`config.mk`:
```
export PLATFORM = sky130hd
export DESIGN_NAME = muldiv_ctrl
export DESIGN_NICKNAME = d
export VERILOG_FILES = /design/src/rtl/muldiv_ctrl.sv
export SDC_FILE = /design/constraint.sdc
export NUM_CORES = 1
export LEC_CHECK = 0
export BUFFER_PORTS_ARGS = -buffer_cell sky130_fd_sc_hd__buf_4
export CAP_MARGIN = 20
export CELL_PAD_IN_SITES_DETAIL_PLACEMENT = 1
export CELL_PAD_IN_SITES_GLOBAL_PLACEMENT = 2
export CORE_UTILIZATION = 23
export CTS_CLUSTER_SIZE = 16
export DETAILED_ROUTE_END_ITERATION = 6
export GPL_ROUTABILITY_DRIVEN = 0
export PLACE_DENSITY_LB_ADDON = 0.1
export SKIP_LAST_GASP = 1
export SLEW_MARGIN = 20
export SYNTH_ARGS = -nofsm -noshare
export SYNTH_HDL_FRONTEND = slang
export SYNTH_SLANG_ARGS = --single-unit
```
`constraint.sdc`:
```
create_clock -name clk -period 5.3 [get_ports clk]
set_input_delay 1.325 -clock clk [delete_from_list [all_inputs] [get_ports clk]]
set_output_delay 1.325 -clock clk [all_outputs]
set_load 0.02 [all_outputs]
```
`src/rtl/muldiv_ctrl.sv`:
```
`default_nettype none
//============================================================================
// Module   : muldiv_ctrl
// Purpose  : Sequencer for the shared multiply/divide resource. Accepts one
//            MULT or DIV request at a time, pulses the matching engine's
//            start, waits for its done and then issues a single HI/LO
//            write. Division by zero is trapped before launch, and an
//            engine that never completes is caught by a watchdog.
// Revision : 1.0 - initial release
//----------------------------------------------------------------------------
// Parameters
//   TIMEOUT_CYCLES : maximum RUN-state cycles before a watchdog fault
//   CNT_W          : watchdog counter width, 2**CNT_W > TIMEOUT_CYCLES
// Ports
//   clk          in   clock, rising edge
//   reset        in   synchronous, active-low reset
//   req_valid    in   request strobe, sampled only in IDLE
//   req_op       in   0 = MULT, 1 = DIV
//   op_b         in   divisor, sampled with the request
//   flush        in   abort any operation, no HI/LO write
//   req_ready    out  high only in IDLE
//   busy         out  high in every state except IDLE
//   mult_start   out  one-cycle multiplier start pulse
//   mult_done    in   multiplier finished
//   div_start    out  one-cycle divider start pulse
//   div_done     in   divider finished
//   hilo_sel     out  HI/LO source select, 0 = mult, 1 = div
//   hi_w, lo_w   out  HI/LO register write enables
//   done         out  one-cycle completion pulse
//   div_zero     out  one-cycle divide-by-zero exception pulse
//   timeout      out  one-cycle watchdog fault pulse
//   op_count     out  (MULDIV_STATS_EN only) completed-operation count
// Build option
//   MULDIV_STATS_EN : when defined, adds the 16-bit op_count output that
//                     counts completed (written) operations, wrapping.
//============================================================================
module muldiv_ctrl #(
   parameter int TIMEOUT_CYCLES = 40,
   parameter int CNT_W          = 6
) (
   input  logic        clk,
   input  logic        reset,
   input  logic        req_valid,
   input  logic        req_op,
   input  logic [31:0] op_b,
   input  logic        flush,
   output logic        req_ready,
   output logic        busy,
   output logic        mult_start,
   input  logic        mult_done,
   output logic        div_start,
   input  logic        div_done,
   output logic        hilo_sel,
   output logic        hi_w,
   output logic        lo_w,
   output logic        done,
   output logic        div_zero,
   output logic        timeout
`ifdef MULDIV_STATS_EN
  ,output logic [15:0] op_count
`endif
);

   typedef enum logic [2:0] {
      S_IDLE     = 3'd0,
      S_MULT_RUN = 3'd1,
      S_DIV_RUN  = 3'd2,
      S_WRITE    = 3'd3,
      S_EXC      = 3'd4,
      S_FAULT    = 3'd5
   } state_t;

   // Last RUN cycle before the watchdog gives up.
   localparam logic [CNT_W-1:0] C_CNT_LAST = CNT_W'(TIMEOUT_CYCLES - 1);

   state_t           state_q, state_d;
   logic [CNT_W-1:0] cnt_q, cnt_d;
   logic             hilo_sel_q, hilo_sel_d;

   //-------------------------------------------------------------------------
   // State register
   //-------------------------------------------------------------------------
   always_ff @(posedge clk) begin
      if (!reset) begin
         state_q    <= S_IDLE;
         cnt_q      <= '0;
         hilo_sel_q <= 1'b0;
      end else begin
         state_q    <= state_d;
         cnt_q      <= cnt_d;
         hilo_sel_q <= hilo_sel_d;
      end
   end

   //-------------------------------------------------------------------------
   // Next-state logic
   //-------------------------------------------------------------------------
   always_comb begin
      state_d    = state_q;
      cnt_d      = cnt_q;
      hilo_sel_d = hilo_sel_q;

      case (state_q)
         S_IDLE: begin
            // flush in IDLE suppresses acceptance for that cycle
            if (req_valid && !flush) begin
               if (!req_op) begin
                  state_d    = S_MULT_RUN;
                  cnt_d      = '0;
                  hilo_sel_d = 1'b0;
               end else if (op_b == 32'd0) begin
                  // trapped before launch; hilo_sel keeps its old value
                  state_d = S_EXC;
               end else begin
                  state_d    = S_DIV_RUN;
                  cnt_d      = '0;
                  hilo_sel_d = 1'b1;
               end
            end
         end

         S_MULT_RUN: begin
            cnt_d = cnt_q + CNT_W'(1);
            // done is ignored in the start cycle (cnt==0); a done on the
            // final watchdog cycle still completes the operation
            if (flush)
               state_d = S_IDLE;
            else if (mult_done && (cnt_q != '0))
               state_d = S_WRITE;
            else if (cnt_q == C_CNT_LAST)
               state_d = S_FAULT;
         end

         S_DIV_RUN: begin
            cnt_d = cnt_q + CNT_W'(1);
            if (flush)
               state_d = S_IDLE;
            else if (div_done && (cnt_q != '0))
               state_d = S_WRITE;
            else if (cnt_q == C_CNT_LAST)
               state_d = S_FAULT;
         end

         S_WRITE, S_EXC, S_FAULT: begin
            state_d = S_IDLE;
         end

         default: begin
            state_d = S_IDLE;
         end
      endcase
   end

   //-------------------------------------------------------------------------
   // Outputs: decoded purely from registered state
   //-------------------------------------------------------------------------
   assign req_ready  = (state_q == S_IDLE);
   assign busy       = (state_q != S_IDLE);
   assign mult_start = (state_q == S_MULT_RUN) && (cnt_q == '0);
   assign div_start  = (state_q == S_DIV_RUN)  && (cnt_q == '0);
   assign hilo_sel   = hilo_sel_q;
   assign hi_w       = (state_q == S_WRITE);
   assign lo_w       = (state_q == S_WRITE);
   assign done       = (state_q == S_WRITE);
   assign div_zero   = (state_q == S_EXC);
   assign timeout    = (state_q == S_FAULT);

`ifdef MULDIV_STATS_EN
   //-------------------------------------------------------------------------
   // Completed-operation counter; only WRITE cycles count, wraps naturally
   //-------------------------------------------------------------------------
   logic [15:0] op_count_q, op_count_d;

   always_comb begin
      op_count_d = op_count_q;
      if (state_q == S_WRITE)
         op_count_d = op_count_q + 16'd1;
   end

   always_ff @(posedge clk) begin
      if (!reset)
         op_count_q <= 16'd0;
      else
         op_count_q <= op_count_d;
   end

   assign op_count = op_count_q;
`else
`endif

endmodule
`default_nettype wire

```
=== Yosys cells after proc, flatten, opt, wreduce, memory -nomap -nowiden ===
Cells that the tools add are included.

* Input bits: 39
* Logic and storage cells: 43
* Bits in registers: 10
* Output and inout port bits: 10

* Equality and inequality tests: 9
* Reductions and logical operators: 15
* $add $sub $neg: 1
* Mux-type cells: 15

{| class="wikitable"
|+ Operators with widths
! cell !! number
|-
| $logic_not 32->1 || 1
|-
| $mux 3 || 8
|-
| $mux 6 || 3
|-
| $pmux 6 s2 || 1
|-
| $pmux 3 s3 || 1
|-
| $add 6x1->6 const B || 1
|-
| $eq 3x2->1 const B || 2
|-
| $eq 3x3->1 const B || 2
|-
| $eq 6x6->1 const B || 1
|-
| $logic_not 6->1 || 1
|-
| $reduce_and 3->1 || 2
|-
| $reduce_bool 6->1 || 1
|-
| $logic_and 1x1->1 || 5
|-
| $eq 3x1->1 const B || 1
|-
| $logic_not 3->1 || 1
|-
| $ne 3x3->1 const B || 1
|-
| $reduce_bool 3->1 || 1
|-
| $mux 1 || 2
|-
| $ne 2x1->1 const B || 1
|-
| $ne 2x2->1 const B || 1
|-
| $reduce_bool 2->1 || 1
|-
| $reduce_or 2->1 || 1
|-
| $logic_not 1->1 || 1
|}

=== Depth between registers and ports, before layout ===
* Depth after elaboration: 5
* Depth in mapped cells: 6

=== Worst setup path before layout ===
No wires, ideal clock.

* Path kind: flip-flop to output port
* Start point: reg cnt_q[3]
* End point: out mult_start
* Buffers on the path: 1
* Cell stages (with the launch flop): 5
* Setup slack: 2.344 ns
* Data arrival time: 1.631 ns
* Path through: dfxtp_1 > clkbuf_1 > nor4_2 > nand2_1 > nor4b_1

* Longest elaborated chain between the ends: 2

{| class="wikitable"
|+ Ends and longest elaborated chain
! what !! RTL line !! text
|-
| start, declared || 77 || <nowiki>logic [CNT_W-1:0] cnt_q, cnt_d;</nowiki>
|-
| start signal, assigned || 90 || <nowiki>cnt_q <= cnt_d;</nowiki>
|-
| $logic_not 6->1 || 159 || <nowiki>assign mult_start = (state_q == S_MULT_RUN) && (cnt_q == '0);</nowiki>
|-
| $logic_and 1x1->1 || 159 ||
|-
| end, declared || 49 || <nowiki>output logic mult_start,</nowiki>
|}

Every way passes these cells.

=== Worst setup path after layout ===
Same ends and word-level chain as after synthesis.

==> impl_metrics.csv <==
group,metric,value,unit
outcome,status,"finished clean",
synthesis,syn-num-nets,138,
power_and_ir_drop,powerDensity,169,nW/um^2
synthesis,ys_top_cells_by_area,"dfxtp_1, o32ai_1, nor4_1, xnor2_1, a21oi_1",
cts,cts_buffers,3,
detailed_routing,finalWirelength,2500,um
cts,cts_setup_buffers,0,
global_route,grt_remaining_overflow,0,
power_and_ir_drop,ir_drop,0.0000546,V
final_layout,layout-drive-gt1-share,40.4,%
cts,root_buffer,"clkbuf_4",
floorplanning,core-area,3130,sq um
floorplanning,fp.dieArea,3610,sq um
cts,cts_resized,0,
placement,port_buffers,48,
detailed_routing,wl_per_cell,13.5,um
power_and_ir_drop,leakagePower,0.485,nW
hold_path,hp-class,"register to register",
synthesis,synth_area,777,sq um
worst_setup_path,rrSetupSlack,3.48,ns
floorplanning,start_util,24.8,%
synthesis,ys_types,35,
global_route,use_met3,3.46,%
global_route,met2_usage,27.5,%
sta,finClkSkew,0.00568,ns
sta,drv_slew,0,
cts,cts_max_level,1,
sta,rsz0062_at_grt,"no",
cts,cts_sinks,10,
worst_setup_path,crit_path_max_fanout,7,
final_layout,area_growth,51.9,%
cts,ctsHoldBuffers,0,
final_layout,multi_input_area,512,sq um
final_layout,stdcell_area,1180,sq um
global_route,grtUsageMet1,17.2,%
synthesis,avgSynthCellArea,8.01,sq um
worst_setup_path,worstSetupStartpointType,"register",
worst_setup_path,crit_type,"register to primary output",
global_route,first_global_vias,926,
sta,timing.final.crit_share,55.4,%
cts,clock_latency,0.26,ns
worst_setup_path,cp.arrival,1.61,ns
sta,fmax,0.340,GHz
detailed_routing,drc_errors,0,
global_route,antenna_found_initial,0,
detailed_routing,ant_nets,0,
global_route,grt_pass1_wl,4050,um
synthesis,ys_seq_elements,10,
synthesis,synth.top_cell.area_share,25.8,%
floorplanning,row_count,20,
floorplanning,die_y,60.1,um
final_layout,n_antenna_cell,0,
synthesis,synth_top_cell_by_area,"dfxtp_1",
sta,tns,0,ns
synthesis,synthCells,97,
worst_setup_path,critPathCaptureType,"primary output",
global_route,track_usage,15.2,%
synthesis,yosysWarnings,0,
synthesis,synth_edf_count,0,
final_layout,regArea,200,sq um
sta,fin_crit,2.94,ns
synthesis,ys_seq_area_share,25.8,%
sta,worstMarginPinSlew,0.561,ns
floorplanning,die_w,60.1,um
synthesis,synth_ff_type,"dfxtp_1",
final_layout,fin_cells,185,
detailed_routing,drtPass1Iterations,4,
synthesis,synth.most_common_cell,"dfxtp_1",
worst_setup_path,required,3.97,ns
sta,max_slew_margin,62.1,%
placement,dp_cells,182,
final_layout,nFillCells,388,
flow_run,maxCapViolations,0,
detailed_routing,via_per_inst,4.91,
detailed_routing,first_iter_violations,32,
floorplanning,pin_count,49,
detailed_routing,via_count,908,
final_layout,finalNetCount,184,
sta,hold_viol,0,
placement,placed_cell_area,1160,sq um
sta,setup_violations,0,
cts,cts_buffer_depth,2,
global_route,grt_busiest_layer,"met2",
cts,cts_tree,"yes",
global_route,grt_max_degree,16,
placement,dp_hpwl,2110,um
synthesis,async_flop_share,0,%
synthesis,ys_top_cells_by_count,"dfxtp_1, inv_1, nor4_1",
cts,clkTransAtPathRegs,0.07,ns
## logic make-up after synthesis
logic type	count (synthesis)	share of synthesized area [%]
muxes	2	2.58
DFF	10	25.8
xor gates and xnor gates	5	5.64
and+or+nand+nor	42	33.7
adders and majority gates	2	3.22
AOI/OAI and AO/OA	21	20.8
buffers and inverters	15	8.37
## cells in the final DEF, fill, tap and decap left out
cell type and instances:
mux2i_1 2, a21oi_1 6, dfxtp_1 10, nor2b_1 1, nand3b_1 1, nand3_1 3
buf_4 48, nor4_1 8, inv_1 8, o221a_2 1, o31ai_1 2, and3_2 1
nand3_2 1, o311ai_0 1, a211o_2 1, clkbuf_4 3, xnor2_1 5, nand4_1 2
and4_1 2, nor2_1 5, a2bb2oi_1 1, nor4b_1 1, o32ai_1 6, nor3b_1 2
nand2_1 7, or3_1 2, a21bo_2 1, o41ai_1 1, ha_1 2, o22ai_1 1
nor3_1 1, or4b_1 1, and3b_1 3, nor4_2 1
## power by group
group	leakage (nW)	internal, W	switching, W	total [W]
clock network	0.0138	0.0000262	0.0000254	0.0000516
registers	0.0811	0.0000780	0.00000606	0.0000841
logic	0.391	0.0000345	0.0000287	0.0000632
## path summary, 6_finish.rpt
path | from | to | cells after the start
setup / recovery | cnt_q[3]$_SDFFE_PN0P_ | mult_start | 4
hold / removal | cnt_q[1]$_SDFFE_PN0P_ | cnt_q[1]$_SDFFE_PN0P_ | 2
setup reg to reg | cnt_q[0]$_SDFFE_PN0P_ | state_q[2]$_SDFFE_PN0P_ | 5
hold reg to reg | cnt_q[1]$_SDFFE_PN0P_ | cnt_q[1]$_SDFFE_PN0P_ | 2
## sequential cells by signal, summed over array words and instances, names as in the netlist
| signal | flops |
|---|---|
| cnt_q | 6 |
| hilo_sel | 1 |
| state_q | 3 |
## critical path, stage by stage (launching register included)
cell	delay (ns)
dfxtp_1	0.38
nor4_2	0.36
nand2_1	0.15
nor4b_1	0.27
buf_4	0.19
## per-stage QoR
step	power [W]	worst slack, ns	utilization, %	hold slack (ns)
final	0.000199	2.36	37.7	0.523
after global routing	0.000210	2.27	37.7	0.561
after CTS	0.000201	2.34	37.7	0.529
after detailed placement	0.000150	2.64	37.0	0.520
after global placement	0.000149	2.63	37.0	0.515
after floorplan	0.000114	2.34	-	0.485
## layout make-up
cell class | count | share of cell area [%]
clock buffer | 3 | 1.91
inverter | 8 | 2.55
multi-input combinational | 72 | 43.4
sequential | 10 | 17.0
tap | 44 | 4.67
timing repair buffer | 48 | 30.5
## routing by layer
| layer | up-vias | share of wire, % |
|---|---|---|
| li1 | 460 | - |
| met1 | 411 | 44 |
| met2 | 33 | 50 |
| met3 | 4 | 5.4 |
| met4 | 0 | 0.84 |
| met5 | - | 0 |
Power figures use the tool's default switching activity.
